<file path="src/rtl/mem_arbiter_pkg.sv">
// Shared types and default widths for the fetch/data memory arbiter.
// The owner tag records which port the in-flight read response belongs to.
package mem_arb_pkg;

    localparam int ADDR_W_DEF     = 8;
    localparam int DATA_W_DEF     = 32;
    localparam int STARVE_MAX_DEF = 4;

    typedef enum logic [1:0] {
        OWN_NONE = 2'd0,
        OWN_F    = 2'd1,
        OWN_D    = 2'd2
    } own_t;

endpackage

</file>
<file path="src/rtl/mem_arbiter_if.sv">
// Request/response and memory-side signals between the pipeline ports,
// the arbiter and the shared single-port memory.
interface mem_arbiter_if #(
    parameter int ADDR_W = mem_arb_pkg::ADDR_W_DEF,
    parameter int DATA_W = mem_arb_pkg::DATA_W_DEF
);
    logic              i_f_valid;
    logic [ADDR_W-1:0] i_f_addr;
    logic              o_f_ready;
    logic              o_f_rvalid;
    logic [DATA_W-1:0] o_f_rdata;

    logic              i_d_valid;
    logic              i_d_we;
    logic [ADDR_W-1:0] i_d_addr;
    logic [DATA_W-1:0] i_d_wdata;
    logic              o_d_ready;
    logic              o_d_rvalid;
    logic [DATA_W-1:0] o_d_rdata;

    logic [ADDR_W-1:0] o_mem_addr;
    logic [DATA_W-1:0] o_mem_wdata;
    logic              o_mem_read;
    logic              o_mem_write;
    logic [DATA_W-1:0] i_mem_rdata;

    // Arbiter side.
    modport slave (
        input  i_f_valid, i_f_addr, i_d_valid, i_d_we, i_d_addr, i_d_wdata, i_mem_rdata,
        output o_f_ready, o_f_rvalid, o_f_rdata, o_d_ready, o_d_rvalid, o_d_rdata,
        output o_mem_addr, o_mem_wdata, o_mem_read, o_mem_write
    );

    // Requester and memory side.
    modport master (
        output i_f_valid, i_f_addr, i_d_valid, i_d_we, i_d_addr, i_d_wdata, i_mem_rdata,
        input  o_f_ready, o_f_rvalid, o_f_rdata, o_d_ready, o_d_rvalid, o_d_rdata,
        input  o_mem_addr, o_mem_wdata, o_mem_read, o_mem_write
    );
endinterface

</file>
<file path="src/rtl/mem_arbiter.sv">
// Shares one registered-read memory between instruction fetch and data access.
// Data has fixed priority; fetch is forced through after STARVE_MAX denied cycles.
module mem_arbiter
    import mem_arb_pkg::*;
#(
    parameter int ADDR_W     = ADDR_W_DEF,
    parameter int DATA_W     = DATA_W_DEF,
    parameter int STARVE_MAX = STARVE_MAX_DEF
) (
    input  logic          i_clk,
    input  logic          i_reset,
    mem_arbiter_if.slave  bus
);

    localparam int              CNT_W   = $clog2(STARVE_MAX + 1);
    localparam logic [CNT_W-1:0] MAX_CNT = CNT_W'(STARVE_MAX);

    logic [CNT_W-1:0]  r_starve_cnt;
    own_t              r_own;
    logic [DATA_W-1:0] r_f_hold;
    logic [DATA_W-1:0] r_d_hold;

    logic              w_force_f;
    logic              w_grant_f;
    logic              w_grant_d;
    own_t              w_own_next;

    assign w_force_f = bus.i_f_valid && (r_starve_cnt == MAX_CNT);
    assign w_grant_d = bus.i_d_valid && !w_force_f;
    assign w_grant_f = bus.i_f_valid && !w_grant_d;

    assign bus.o_f_ready = w_grant_f;
    assign bus.o_d_ready = w_grant_d;

    // NOTE: every output of a combinational block gets a default first, so no
    // path through the branches can leave it unassigned and infer a latch.
    always_comb begin
        bus.o_mem_addr  = '0;
        bus.o_mem_wdata = '0;
        bus.o_mem_read  = 1'b0;
        bus.o_mem_write = 1'b0;
        w_own_next      = OWN_NONE;
        if (w_grant_d) begin
            bus.o_mem_addr = bus.i_d_addr;
            if (bus.i_d_we) begin
                bus.o_mem_wdata = bus.i_d_wdata;
                bus.o_mem_write = 1'b1;
            end else begin
                bus.o_mem_read = 1'b1;
                w_own_next     = OWN_D;
            end
        end else if (w_grant_f) begin
            bus.o_mem_addr = bus.i_f_addr;
            bus.o_mem_read = 1'b1;
            w_own_next     = OWN_F;
        end
    end

    // NOTE: state registers use non-blocking assignments so every flop samples
    // values from before the edge, independent of statement order.
    always_ff @(posedge i_clk or posedge i_reset) begin
        if (i_reset) begin
            r_own <= OWN_NONE;
        end else begin
            r_own <= w_own_next;
        end
    end

    always_ff @(posedge i_clk or posedge i_reset) begin
        if (i_reset) begin
            r_starve_cnt <= '0;
        end else if (w_grant_f || !bus.i_f_valid) begin
            r_starve_cnt <= '0;
        end else if (r_starve_cnt != MAX_CNT) begin
            r_starve_cnt <= r_starve_cnt + 1'b1;
        end
    end

    // Hold registers keep the last response visible to a stalled stage.
    always_ff @(posedge i_clk or posedge i_reset) begin
        if (i_reset) begin
            r_f_hold <= '0;
            r_d_hold <= '0;
        end else begin
            if (r_own == OWN_F) r_f_hold <= bus.i_mem_rdata;
            if (r_own == OWN_D) r_d_hold <= bus.i_mem_rdata;
        end
    end

    assign bus.o_f_rvalid = (r_own == OWN_F);
    assign bus.o_d_rvalid = (r_own == OWN_D);
    assign bus.o_f_rdata  = (r_own == OWN_F) ? bus.i_mem_rdata : r_f_hold;
    assign bus.o_d_rdata  = (r_own == OWN_D) ? bus.i_mem_rdata : r_d_hold;

endmodule

</file>
<file path="src/flat_wrapper.sv">
// flat-port wrapper written by rule: the top's interface ports become plain ports
module mem_arbiter_flat import mem_arb_pkg::*;
#(
    parameter int ADDR_W     = ADDR_W_DEF,
    parameter int DATA_W     = DATA_W_DEF,
    parameter int STARVE_MAX = STARVE_MAX_DEF
)
  (i_clk, i_reset, bus_i_f_valid, bus_i_f_addr, bus_i_d_valid, bus_i_d_we, bus_i_d_addr, bus_i_d_wdata, bus_i_mem_rdata, bus_o_f_ready, bus_o_f_rvalid, bus_o_f_rdata, bus_o_d_ready, bus_o_d_rvalid, bus_o_d_rdata, bus_o_mem_addr, bus_o_mem_wdata, bus_o_mem_read, bus_o_mem_write);
  mem_arbiter_if #(.ADDR_W(ADDR_W), .DATA_W(DATA_W)) bus_i ();
  input  logic i_clk;
  input  logic i_reset;
  input wire logic [$bits(bus_i.i_f_valid)-1:0] bus_i_f_valid;
  input wire logic [$bits(bus_i.i_f_addr)-1:0] bus_i_f_addr;
  input wire logic [$bits(bus_i.i_d_valid)-1:0] bus_i_d_valid;
  input wire logic [$bits(bus_i.i_d_we)-1:0] bus_i_d_we;
  input wire logic [$bits(bus_i.i_d_addr)-1:0] bus_i_d_addr;
  input wire logic [$bits(bus_i.i_d_wdata)-1:0] bus_i_d_wdata;
  input wire logic [$bits(bus_i.i_mem_rdata)-1:0] bus_i_mem_rdata;
  output wire logic [$bits(bus_i.o_f_ready)-1:0] bus_o_f_ready;
  output wire logic [$bits(bus_i.o_f_rvalid)-1:0] bus_o_f_rvalid;
  output wire logic [$bits(bus_i.o_f_rdata)-1:0] bus_o_f_rdata;
  output wire logic [$bits(bus_i.o_d_ready)-1:0] bus_o_d_ready;
  output wire logic [$bits(bus_i.o_d_rvalid)-1:0] bus_o_d_rvalid;
  output wire logic [$bits(bus_i.o_d_rdata)-1:0] bus_o_d_rdata;
  output wire logic [$bits(bus_i.o_mem_addr)-1:0] bus_o_mem_addr;
  output wire logic [$bits(bus_i.o_mem_wdata)-1:0] bus_o_mem_wdata;
  output wire logic [$bits(bus_i.o_mem_read)-1:0] bus_o_mem_read;
  output wire logic [$bits(bus_i.o_mem_write)-1:0] bus_o_mem_write;
  assign bus_i.i_f_valid = bus_i_f_valid;
  assign bus_i.i_f_addr = bus_i_f_addr;
  assign bus_i.i_d_valid = bus_i_d_valid;
  assign bus_i.i_d_we = bus_i_d_we;
  assign bus_i.i_d_addr = bus_i_d_addr;
  assign bus_i.i_d_wdata = bus_i_d_wdata;
  assign bus_i.i_mem_rdata = bus_i_mem_rdata;
  assign bus_o_f_ready = bus_i.o_f_ready;
  assign bus_o_f_rvalid = bus_i.o_f_rvalid;
  assign bus_o_f_rdata = bus_i.o_f_rdata;
  assign bus_o_d_ready = bus_i.o_d_ready;
  assign bus_o_d_rvalid = bus_i.o_d_rvalid;
  assign bus_o_d_rdata = bus_i.o_d_rdata;
  assign bus_o_mem_addr = bus_i.o_mem_addr;
  assign bus_o_mem_wdata = bus_i.o_mem_wdata;
  assign bus_o_mem_read = bus_i.o_mem_read;
  assign bus_o_mem_write = bus_i.o_mem_write;
  mem_arbiter #(.ADDR_W(ADDR_W), .DATA_W(DATA_W), .STARVE_MAX(STARVE_MAX)) u_core (.i_clk(i_clk), .i_reset(i_reset), .bus(bus_i));
endmodule
</file>
<file path="config.mk">
export PLATFORM = sky130hd
export DESIGN_NAME = mem_arbiter_flat
export DESIGN_NICKNAME = d
export VERILOG_FILES = /design/src/rtl/mem_arbiter_pkg.sv /design/src/rtl/mem_arbiter_if.sv /design/src/rtl/mem_arbiter.sv /design/src/flat_wrapper.sv
export SDC_FILE = /design/constraint.sdc
export NUM_CORES = 1
export LEC_CHECK = 0
export CORE_MARGIN = 10
export CORE_UTILIZATION = 40
export CTS_CLUSTER_SIZE = 20
export DETAILED_ROUTE_END_ITERATION = 6
export PLACE_DENSITY_LB_ADDON = 0.12
export SLEW_MARGIN = 20
export SYNTH_ARGS = -nofsm -noshare
export SYNTH_HDL_FRONTEND = slang
export SYNTH_SLANG_ARGS = --single-unit
</file>
<file path="constraint.sdc">
create_clock -name i_clk -period 3.35 [get_ports i_clk]
set_input_delay 0.335 -clock i_clk [delete_from_list [all_inputs] [get_ports i_clk]]
set_output_delay 0.335 -clock i_clk [all_outputs]
set_load 0.03 [all_outputs]
</file>
Word level (Yosys, flattened, before mapping):

Cells that the tools add are included.

* flip-flop bits (word level): 69
* latch bits: 0
* bits in writable memories: 0
* bits in read-only memories: 0
* input port bits: 85
* output and inout bits: 110
* logic and storage cells: 33
* memories kept: 0

* add/subtract/negate cells: 1
* multipliers: 0
* divide/modulo/power cells: 0
* magnitude comparators: 0
* equal/unequal tests: 4
* shifts and indexed selects: 0
* mux-type cells: 16
* bitwise logic cells: 0
* reductions and logical operators: 8

Operator list (count)
* 2-to-1 mux 32 bit: 4
* 2-to-1 mux 8 bit: 2
* 2-to-1 mux 1 bit: 6
* 2-to-1 mux 3 bit: 2
* 2-to-1 mux 2 bit: 2
* adder 3 x 1 -> 3 bit, second input constant: 1
* equality test 3 bit, second input constant: 1
* logical AND 1 bit: 3
* zero test 1 bit: 3
* != test 3 bit, second input constant: 1
* equality test 2 x 1 -> 1 bit, second input constant: 1
* equality test 2 bit, second input constant: 1
* nonzero test 2 bit: 1
* logical OR 1 bit: 1

Depth between registers and ports, before layout:

Gate-level depths: netlist (run 1).

* depth after elaboration: 8
* gate-level depth with buffers: 6
* depth with buffers taken out: 4

Worst setup path before layout (run 1):

Ideal clock, no wire load.

* kind: reg-to-output
* from: reg u_core.r_starve_cnt[0]
* to: out bus_o_mem_wdata[0]
* data arrival time: 1.787 ns
* data required time: 3.015 ns
* path slack: 1.228 ns
* stages on the path, launching flop included: 7
* path buffers: 2
* path through: dfrtp_1 inv_1 ha_1 and3_1 buf_6 buf_6 nor3b_1

* longest elaborated chain between the ends: 5

RTL lines
* from (decl): line mem_arbiter.sv:18 `logic [CNT_W-1:0] r_starve_cnt;`
* from (signal assigned): line mem_arbiter.sv:75 `r_starve_cnt <= r_starve_cnt + 1'b1;`
* equality test 3 bit: line mem_arbiter.sv:28 `assign w_force_f = bus.i_f_valid && (r_starve_cnt == MAX_CNT);`
* logical AND 1 bit: line mem_arbiter.sv:28
* zero test 1 bit: line mem_arbiter.sv:29 `assign w_grant_d = bus.i_d_valid && !w_force_f;`
* logical AND 1 bit: line mem_arbiter.sv:29
* 2-to-1 mux 32 bit: line mem_arbiter.sv:43 `if (w_grant_d) begin`
* to (decl): line flat_wrapper.sv:26 `output wire logic [$bits(bus_i.o_mem_wdata)-1:0] bus_o_mem_wdata;`

Every way passes these cells.

Worst setup path after layout (run 1):

* from: reg u_core.r_own[1]
* to: out bus_o_d_rdata[22]

* longest elaborated chain between the ends: 2

RTL lines
* from (decl): line mem_arbiter.sv:19 `own_t r_own;`
* from (signal assigned): line mem_arbiter.sv:65 `r_own <= w_own_next;`
* equality test 2 bit: line mem_arbiter.sv:93 `assign bus.o_d_rdata = (r_own == OWN_D) ? bus.i_mem_rdata : r_d_hold;`
* 2-to-1 mux 32 bit: line mem_arbiter.sv:93
* to (decl): line flat_wrapper.sv:24 `output wire logic [$bits(bus_i.o_d_rdata)-1:0] bus_o_d_rdata;`

Every way passes these cells.

==> results of run 1 <==
==> per-stage QoR <==
stage | total power [W] | hold WS (ps) | area, sq um | setup WS (ps) | std cells
after floorplan | 0.001706 | 432.9 | 3328 | 1228 | 234
after global placement | 0.002194 | 446.5 | 5323 | 506.6 | 522
after detailed placement | 0.002204 | 458.7 | 5323 | 510.8 | 522
after CTS | 0.002890 | 467.2 | 5520 | 411.8 | 538
after global routing | 0.002986 | 502.1 | 5520 | 337.9 | 538
final | 0.002848 | 466.3 | 5520 | 447.0 | 538
==> report_power, final <==
| part | leakage (nW) | switching [W] | internal, W | total (W) |
|---|---|---|---|---|
| Combinational | 1.46 | 0.000593 | 0.000572 | 0.00117 |
| Clock | 0.0996 | 0.000324 | 0.000346 | 0.000670 |
| Sequential | 0.816 | 0.0000415 | 0.000972 | 0.00101 |
==> logic make-up after synthesis <==
logic type / after synthesis
adders and majority gates: 2
buffers and inverters: 25
DFF: 69
AOI/OAI and AO/OA: 13
and+or+nand+nor: 61
muxes: 64
==> routing by layer <==
layer,track usage (%),share of wire [%],vias to the layer above
met4,3.856,0.87,0
met5,0,0,-
met3,10.61,13,7
li1,-,-,1199
met2,25.79,46,130
met1,18.48,40,1204
==> state kept, by name, summed over array words and instances (netlist names) <==
| name | count |
|---|---|
| u_core.r_d_hold | 32 |
| u_core.r_f_hold | 32 |
| u_core.r_own | 2 |
| u_core.r_starve_cnt | 3 |
==> worst max-delay path by stage <==
stage,slack [ps],from,endpoint,depth (start not counted)
after global routing,340,u_core.r_own[0],bus_o_d_rdata[25],4
after detailed placement,510,bus_i_f_valid,bus_o_mem_wdata[14],5
after CTS,410,u_core.r_own[1],bus_o_d_rdata[22],4
final,450,u_core.r_own[1],bus_o_d_rdata[22],4
after global placement,510,bus_i_d_valid,bus_o_mem_wdata[14],5
after floorplan,1230,u_core.r_starve_cnt[0],bus_o_mem_wdata[0],6
==> cells in the mapped netlist <==
library cell,count
mux2_4,58
nand2_1,18
a21oi_1,1
a211oi_1,2
nor2_1,4
buf_4,1
mux2_2,6
o21ai_0,1
a21boi_0,1
nor2b_1,2
o22ai_1,8
buf_6,11
dfrtp_1,69
nand2b_1,3
ha_1,2
nor3b_1,31
or3b_2,1
and4b_1,1
inv_1,6
buf_2,3
and3_1,1
clkbuf_1,4
==> layout make-up <==
type / instances / area share [%]
Sequential cell: 69 / 31.28
Tap cell: 105 / 2.380
Multi-Input combinational cell: 140 / 25.86
Clock inverter: 7 / 1.337
Clock buffer: 9 / 2.244
Inverter: 6 / 0.4080
Timing Repair Buffer: 202 / 36.49
==> reports/qor.csv, run 1 <==
metric,value,unit
status,"finished, final reports clean",
most frequent cells in the layout,"clkdlybuf4s50_1, dfrtp_1, mux2_4",
Filler Cell Count,597,
Area contributors post-synth,"dfrtp_1, mux2_4, nor3b_1",
Synth Area in Adders,0.7519,%
die span in y,111.2,microns
CP bufs+invs,2,
Post-Synth XOR/XNOR Area,0,%
Leak,2.378,nW
Die X,111.2,microns
synth warn,0,
register area,0.001727,sq mm
Worst Hold Path Cells,1,
Pwr Density,516.0,mW/mm^2
fin crit period,2903,ps
I/O Buffers,194,
multiplexer share of the synthesized area,28.20,%
synthesized area per cell,14.22,sq um
"area leader, netlist",dfrtp_1,
remaining global-route overflow,0,
crit end category,primary output,
reg2reg start,u_core.r_own[1],
RSZ-0062 raised after global routing,no,
Worst setup SP type,register,
# H-tree levels,3,
largest family of logic cells by synthesized area,multiplexers,
Compound-Gate Fraction of Synth Area,2.481,%
Reg2Reg Setup Slack,1610,ps
Final Hold Vio Count,0,
setup bufs post-CTS,0,
"commonest non-fill, non-tap cell in the layout",clkdlybuf4s50_1,
Hold EP,u_core.r_starve_cnt[0],
min-delay src,u_core.r_starve_cnt[0],
Pre-Repair DR Iteration Count,4,
multi-input logic area,0.001428,sq mm
starting density of the core,40.71,%
final setup fails,0,
Hold Buf Count CTS,0,
Mapped Nets,321,
Hold Crit Class,reg2reg,
fmax,344.5,MHz
RD Place Congestion,0.7128,
VDD IR-drop max,0.0003097,V
Syn Inst Count,234,
ANT nets after route,0,
row count,33,
top-area cell type share of the netlist area,51.88,%
per-cell routed wire length,19.53,microns
number of remaining DRC errors,0,
setup TNS,0,ps
Slew Limit Fails,0,
clock buffer count from CTS,9,
cells along the critical path,nand2b_2 -> buf_4 -> mux2_4 -> clkdlybuf4s50_1,
"Reg clk slew, reported paths",70,ps
first-pass GRT wire length,16.38,mm
relative slew slack,42.76,%
core area,0.008175,sq mm
area grow syn2layout,65.86,%
Setup CP Type,reg2out,
vias per cell,4.721,
"CP delay by family, top",buffers and inverters,
CTS tree,yes,
reg2reg path depth,3,
antenna cell count,0,
Worst EP arrival,2570,ps
maximum number of pins on one net before global-route repair,70,
initial antenna violation count,0,
Final #Nets,515,
drt total wl,10.51,mm
period utilization,86.66,%
Skew-Pair Late Insertion Delay,330,ps
total global-route track usage,16.53,%
clk root buf,clkbuf_8,
Post-Synth Simple-Gate Area,11.17,%
1st-iter DRT viols,81,
final core occ,67.52,%
io pins,195,
Clock Path Buffers,2,
vias,2540,
"Req. time, crit path",3010,ps
CTS sink count,69,
Clock Skews,6.486,ps
CTS resizes,0,
DP Wirelength,8.085,mm
vias in the first global route,2898,
post-synthesis cell area,0.003328,sq mm
CP max-delay cell,clkdlybuf4s50_1,
worst reg2reg endpoint,u_core.r_d_hold[28],
Yosys reg bits,69,
sequential area share after synthesis,51.88,%
actual slew at the worst max-slew pin,858.7,ps
Synth cell types,22,
CP Max Fanout,19,
"slowest stage delay, CP",620,ps
layout cells sized above 1,21.25,%
die area,0.01237,sq mm
Max-cap violations,0,
(Power assumes the default switching activity.)
==> run 2: changes to the inputs <==
RECOVER_POWER = 50   (was not set)
==> run 2 against run 1 <==
  * First-iteration DRC count is 6.2% lower
  * Wire length decreased by 1.7%
  * Combinational power fell by 8%
  * Clock power hardly changed
  * Core utilization down 2.1 points
  * Sequential cell count unchanged
  * Clock skew is essentially flat
  * Register-to-register slack about the same
  * Worst setup slack worse by 0.59 ps
  * Via count rose by 0.31%
  * The run now ends with max-capacitance violations, max-slew violations left
  * Non-clock buffer count unchanged
==> reports/qor.csv, run 2 (synthesis results as in run 1) <==
metric,value,unit
status,"finished, violations left",
failing checks,"max-capacitance violations, max-slew violations",
Pwr Density,514.5,mW/mm^2
Worst EP arrival,2570,ps
"CP delay by family, top",buffers and inverters,
io pins,195,
vias in the first global route,2898,
core area,0.008175,sq mm
Setup CP Type,in2out,
antenna cell count,0,
row count,33,
fmax,344.4,MHz
clk root buf,clkbuf_8,
"commonest non-fill, non-tap cell in the layout",clkdlybuf4s50_1,
Die X,111.2,microns
1st-iter DRT viols,76,
I/O Buffers,194,
Filler Cell Count,639,
final cell count without fillers,538,
CP Max Fanout,32,
clock buffer count from CTS,9,
Final #Nets,515,
die span in y,111.2,microns
cells along the critical path,dlygate4sd3_1 -> nand2_1 -> buf_4 -> nor3b_1 -> clkdlybuf4s50_1,
remaining global-route overflow,0,
Worst setup SP type,input port,
per-cell routed wire length,19.19,microns
setup bufs post-CTS,0,
maximum number of pins on one net before global-route repair,70,
"Reg clk slew, reported paths",70,ps
starting density of the core,40.71,%
Post-Route M1 WL,4.010,mm
CP max-delay cell,dlygate4sd3_1,
crit path from,bus_i_d_valid,
CTS tree,yes,
CP bufs+invs,3,
ANT nets after route,0,
Placed Area,0.005323,sq mm
# H-tree levels,3,
period utilization,86.67,%
VDD IR-drop max,0.0003059,V
Placed Cells,522,
most frequent cells in the layout,"clkdlybuf4s50_1, dfrtp_1, mux2_1",
Max-cap violations,1,
routed wl met3,1.387,mm
"slowest stage delay, CP",840,ps
Max Used Layer,met4,
reg2reg start,u_core.r_own[1],
setup TNS,0,ps
Power Total,0.002754,W
fin crit period,2904,ps
drt total wl,10.33,mm
final setup fails,0,
cell area after layout,0.005353,sq mm
Clock Path Buffers,2,
Regs by FF count,"u_core.r_d_hold x32, u_core.r_f_hold x32, u_core.r_starve_cnt x3",
relative slew slack,-11.77,%
CTS sink count,69,
first-pass GRT wire length,16.38,mm
RSZ-0062 raised after global routing,no,
"Req. time, crit path",3010,ps
layout cells sized above 1,10.16,%
Skew-Pair Late Insertion Delay,330,ps
DP Wirelength,8.085,mm
CTS resizes,0,
area grow syn2layout,60.83,%
Met2 Wirelength,4.836,mm
crit end category,primary output,
vias,2548,
Final Hold Vio Count,0,
min-delay src,u_core.r_starve_cnt[0],
register area,0.001727,sq mm
RD Place Congestion,0.7128,
Hold Crit Class,reg2reg,
actual slew at the worst max-slew pin,1676,ps
Leak,2.205,nW
number of remaining DRC errors,0,
die area,0.01237,sq mm
total global-route track usage,16.53,%
Clock Skews,6.626,ps
vias per cell,4.736,
final core occ,65.47,%
initial antenna violation count,0,
Pre-Repair DR Iteration Count,4,
Slew Limit Fails,70,
multi-input logic area,0.001270,sq mm
Hold Buf Count CTS,0,
==> run 2: cell count changes in the layout (fill, tap and decap cells not counted), sizes merged <==
cell           before  now
dlygate4sd3         0    2
buf                 8    5
inv                 7    6
clkinv              4    5
clkdlybuf4s50     194  192
clkbuf              9   12
==> run 2: area by class of cell <==
class,instances,area share (%)
Clock buffer,9,2.314
Timing Repair Buffer,202,37.45
Multi-Input combinational cell,140,23.73
Clock inverter,7,1.379
Tap cell,105,2.454
Inverter,6,0.4208
Sequential cell,69,32.26
==> run 2: final timing paths <==
| path | endpoint | slack, ps | cells after the start |
|---|---|---|---|
| max | bus_o_mem_wdata[14] | 450 | 5 |
| min | u_core.r_starve_cnt[0] | 470 | 1 |
| max reg2reg | u_core.r_d_hold[7] | 1600 | 3 |
| min reg2reg | u_core.r_starve_cnt[0] | 470 | 1 |
| max in group asynchronous | u_core.r_f_hold[21] | 1330 | 3 |
| min in group asynchronous | u_core.r_f_hold[26] | 1030 | 3 |
==> run 2: per-layer routing <==
layer | up-vias | global-route usage [%]
li1 | 1203 | -
met1 | 1210 | 18.48
met2 | 128 | 25.79
met3 | 7 | 10.61
met4 | 0 | 3.856
met5 | - | 0
==> run 2: power breakdown <==
group | total, W | switching, W | internal (W)
clock | 0.000668 | 0.000322 | 0.000346
combinational | 0.00108 | 0.000584 | 0.000494
sequential | 0.00101 | 0.0000361 | 0.000972
==> run 2: worst reg2reg max path, cell delays in order, from the launching register on <==
cell and delay (ps):
dfrtp_1 420, nand2b_2 400, clkbuf_1 420, mux2_1 390
==> run 2: through the flow <==
stage	hold slack, ps	worst slack [ps]
2_1_floorplan	432.9	1228
3_3_place_gp	446.5	506.6
6_report	466.1	446.4
3_5_place_dp	458.7	510.8
4_1_cts	467.2	411.8
5_1_grt	502.1	291.4
==> run 3: changes to the inputs <==
CORE_MARGIN = not set   (was 10)
==> run 3 against run 2 <==
  * The run now ends clean
  * Worst hold slack is essentially flat
  * Combinational power is essentially flat
  * Sequential power is essentially flat
  * Design area grew 0.54%
  * Via count grew 1.1%
  * Critical path depth grew 1
  * Critical endpoint is now bus_o_mem_wdata[11]
==> reports/qor.csv, run 3 (synthesis results as in run 1) <==
metric,value,unit
Slew Limit Fails,0,
Pwr Density,515.5,mW/mm^2
CTS sink count,69,
Net Sw Power,0.0009348,W
per-cell routed wire length,16.02,microns
number of remaining DRC errors,0,
Hold Buf Count CTS,0,
antenna cell count,0,
CTS tree,yes,
status,"finished, final reports clean",
vias in the first global route,2671,
Final #Nets,517,
"Reg clk slew, reported paths",70,ps
actual slew at the worst max-slew pin,1234,ps
switching share of total power,33.70,%
remaining global-route overflow,0,
Skew-Pair Late Insertion Delay,340,ps
clock buffer count from CTS,9,
ANT nets after route,0,
Clock Path Buffers,2,
Internal,0.001839,W
total global-route track usage,20.77,%
Max-cap violations,0,
first-pass GRT wire length,13.59,mm
1st-iter DRT viols,28,
period utilization,86.98,%
Worst setup SP type,register,
DP Wirelength,6.639,mm
most frequent cells in the layout,"clkdlybuf4s50_1, dfrtp_1, mux2_1",
Final Hold Vio Count,0,
Comb power frac,38.5,%
"commonest non-fill, non-tap cell in the layout",clkdlybuf4s50_1,
Fin Hold WS,466.4,ps
Worst EP arrival,2580,ps
maximum number of pins on one net before global-route repair,34,
starting density of the core,42.20,%
row count,32,
Leak,2.204,nW
clk root buf,clkbuf_8,
Reg power frac,36.3,%
CP Max Fanout,33,
layout cells sized above 1,10.57,%
Hold Crit Class,reg2reg,
Regs by FF count,"u_core.r_d_hold x32, u_core.r_f_hold x32, u_core.r_starve_cnt x3",
CTS resizes,0,
I/O Buffers,194,
relative slew slack,17.64,%
die span in y,93.22,microns
Setup CP Type,reg2out,
vias per cell,4.799,
Clock power frac,25.2,%
final setup fails,0,
setup bufs post-CTS,0,
setup TNS,0,ps
"Req. time, crit path",3010,ps
crit end category,primary output,
die area,0.008689,sq mm
VDD IR-drop max,0.0003666,V
Clock Skews,11.75,ps
drt total wl,8.602,mm
initial antenna violation count,0,
io pins,195,
core area,0.007888,sq mm
area grow syn2layout,61.69,%
fin crit period,2914,ps
fmax,343.2,MHz
Die X,93.22,microns
Filler Cell Count,602,
RSZ-0062 raised after global routing,no,
Pre-Repair DR Iteration Count,4,
vias,2577,
# H-tree levels,3,
RD Place Congestion,0.8196,
==> run 3: routing by layer <==
layer,vias up,wire length (microns),GRT usage [%]
li1,1211,-,-
met5,-,0,0
met2,129,4100,32.78
met4,0,282,9.231
met1,1215,3365,24.42
met3,22,854,9.106
==> run 3: power by group through the flow <==
stage	Clock [W]	Combinational, W	Sequential, W
6_report	0.000698	0.00107	0.00101
5_1_grt	0.000759	0.00113	0.00102
4_1_cts	0.000717	0.00117	0.00101
3_5_place_dp	0	0.00116	0.00103
3_3_place_gp	0	0.00115	0.00102
2_1_floorplan	0	0.000691	0.00102
==> run 3: worst max-delay path: stages, from the launching register on <==
cell             delay (ps)
dfrtp_1                 380
inv_1                    60
ha_1                    250
and3_1                  300
buf_4                   290
nor3b_1                 250
clkdlybuf4s50_1         720
==> run 3: stage by stage <==
| step | setup WS (ps) | cell area, sq um | utilization, % | power [W] | instances |
|---|---|---|---|---|---|
| floorplan | 1228 | 3328 | - | 0.001706 | 234 |
| global placement | 633.9 | 5346 | 67.78 | 0.002171 | 521 |
| detailed placement | 580.7 | 5346 | 67.78 | 0.002188 | 521 |
| CTS | 398.8 | 5553 | 70.40 | 0.002898 | 537 |
| global route | 268.5 | 5381 | 68.23 | 0.002905 | 537 |
| finish | 436.1 | 5381 | 68.23 | 0.002774 | 537 |
==> run 3: final timing paths <==
path                                        startpoint                endpoint  slack, ps  depth (start not counted)
worst max-delay path            u_core.r_starve_cnt[0]     bus_o_mem_wdata[11]        440                          6
worst min-delay path            u_core.r_starve_cnt[0]  u_core.r_starve_cnt[0]        470                          1
worst max register to register  u_core.r_starve_cnt[0]         u_core.r_own[1]       1640                          5
worst min register to register  u_core.r_starve_cnt[0]  u_core.r_starve_cnt[0]        470                          1
max in group asynchronous                      i_reset     u_core.r_f_hold[19]        950                          3
min in group asynchronous                      i_reset      u_core.r_f_hold[4]        780                          2
==> run 3: cell type report <==
| class | count | area, sq um | area share, % |
|---|---|---|---|
| tap | 102 | 127.6 | 2.372 |
| clock buffer | 10 | 137.6 | 2.558 |
| clock inverter | 6 | 68.82 | 1.279 |
| timing repair buffer | 204 | 2031 | 37.74 |
| multi-input combinational | 140 | 1267 | 23.55 |
| sequential | 69 | 1727 | 32.09 |
| inverter | 6 | 22.52 | 0.4185 |
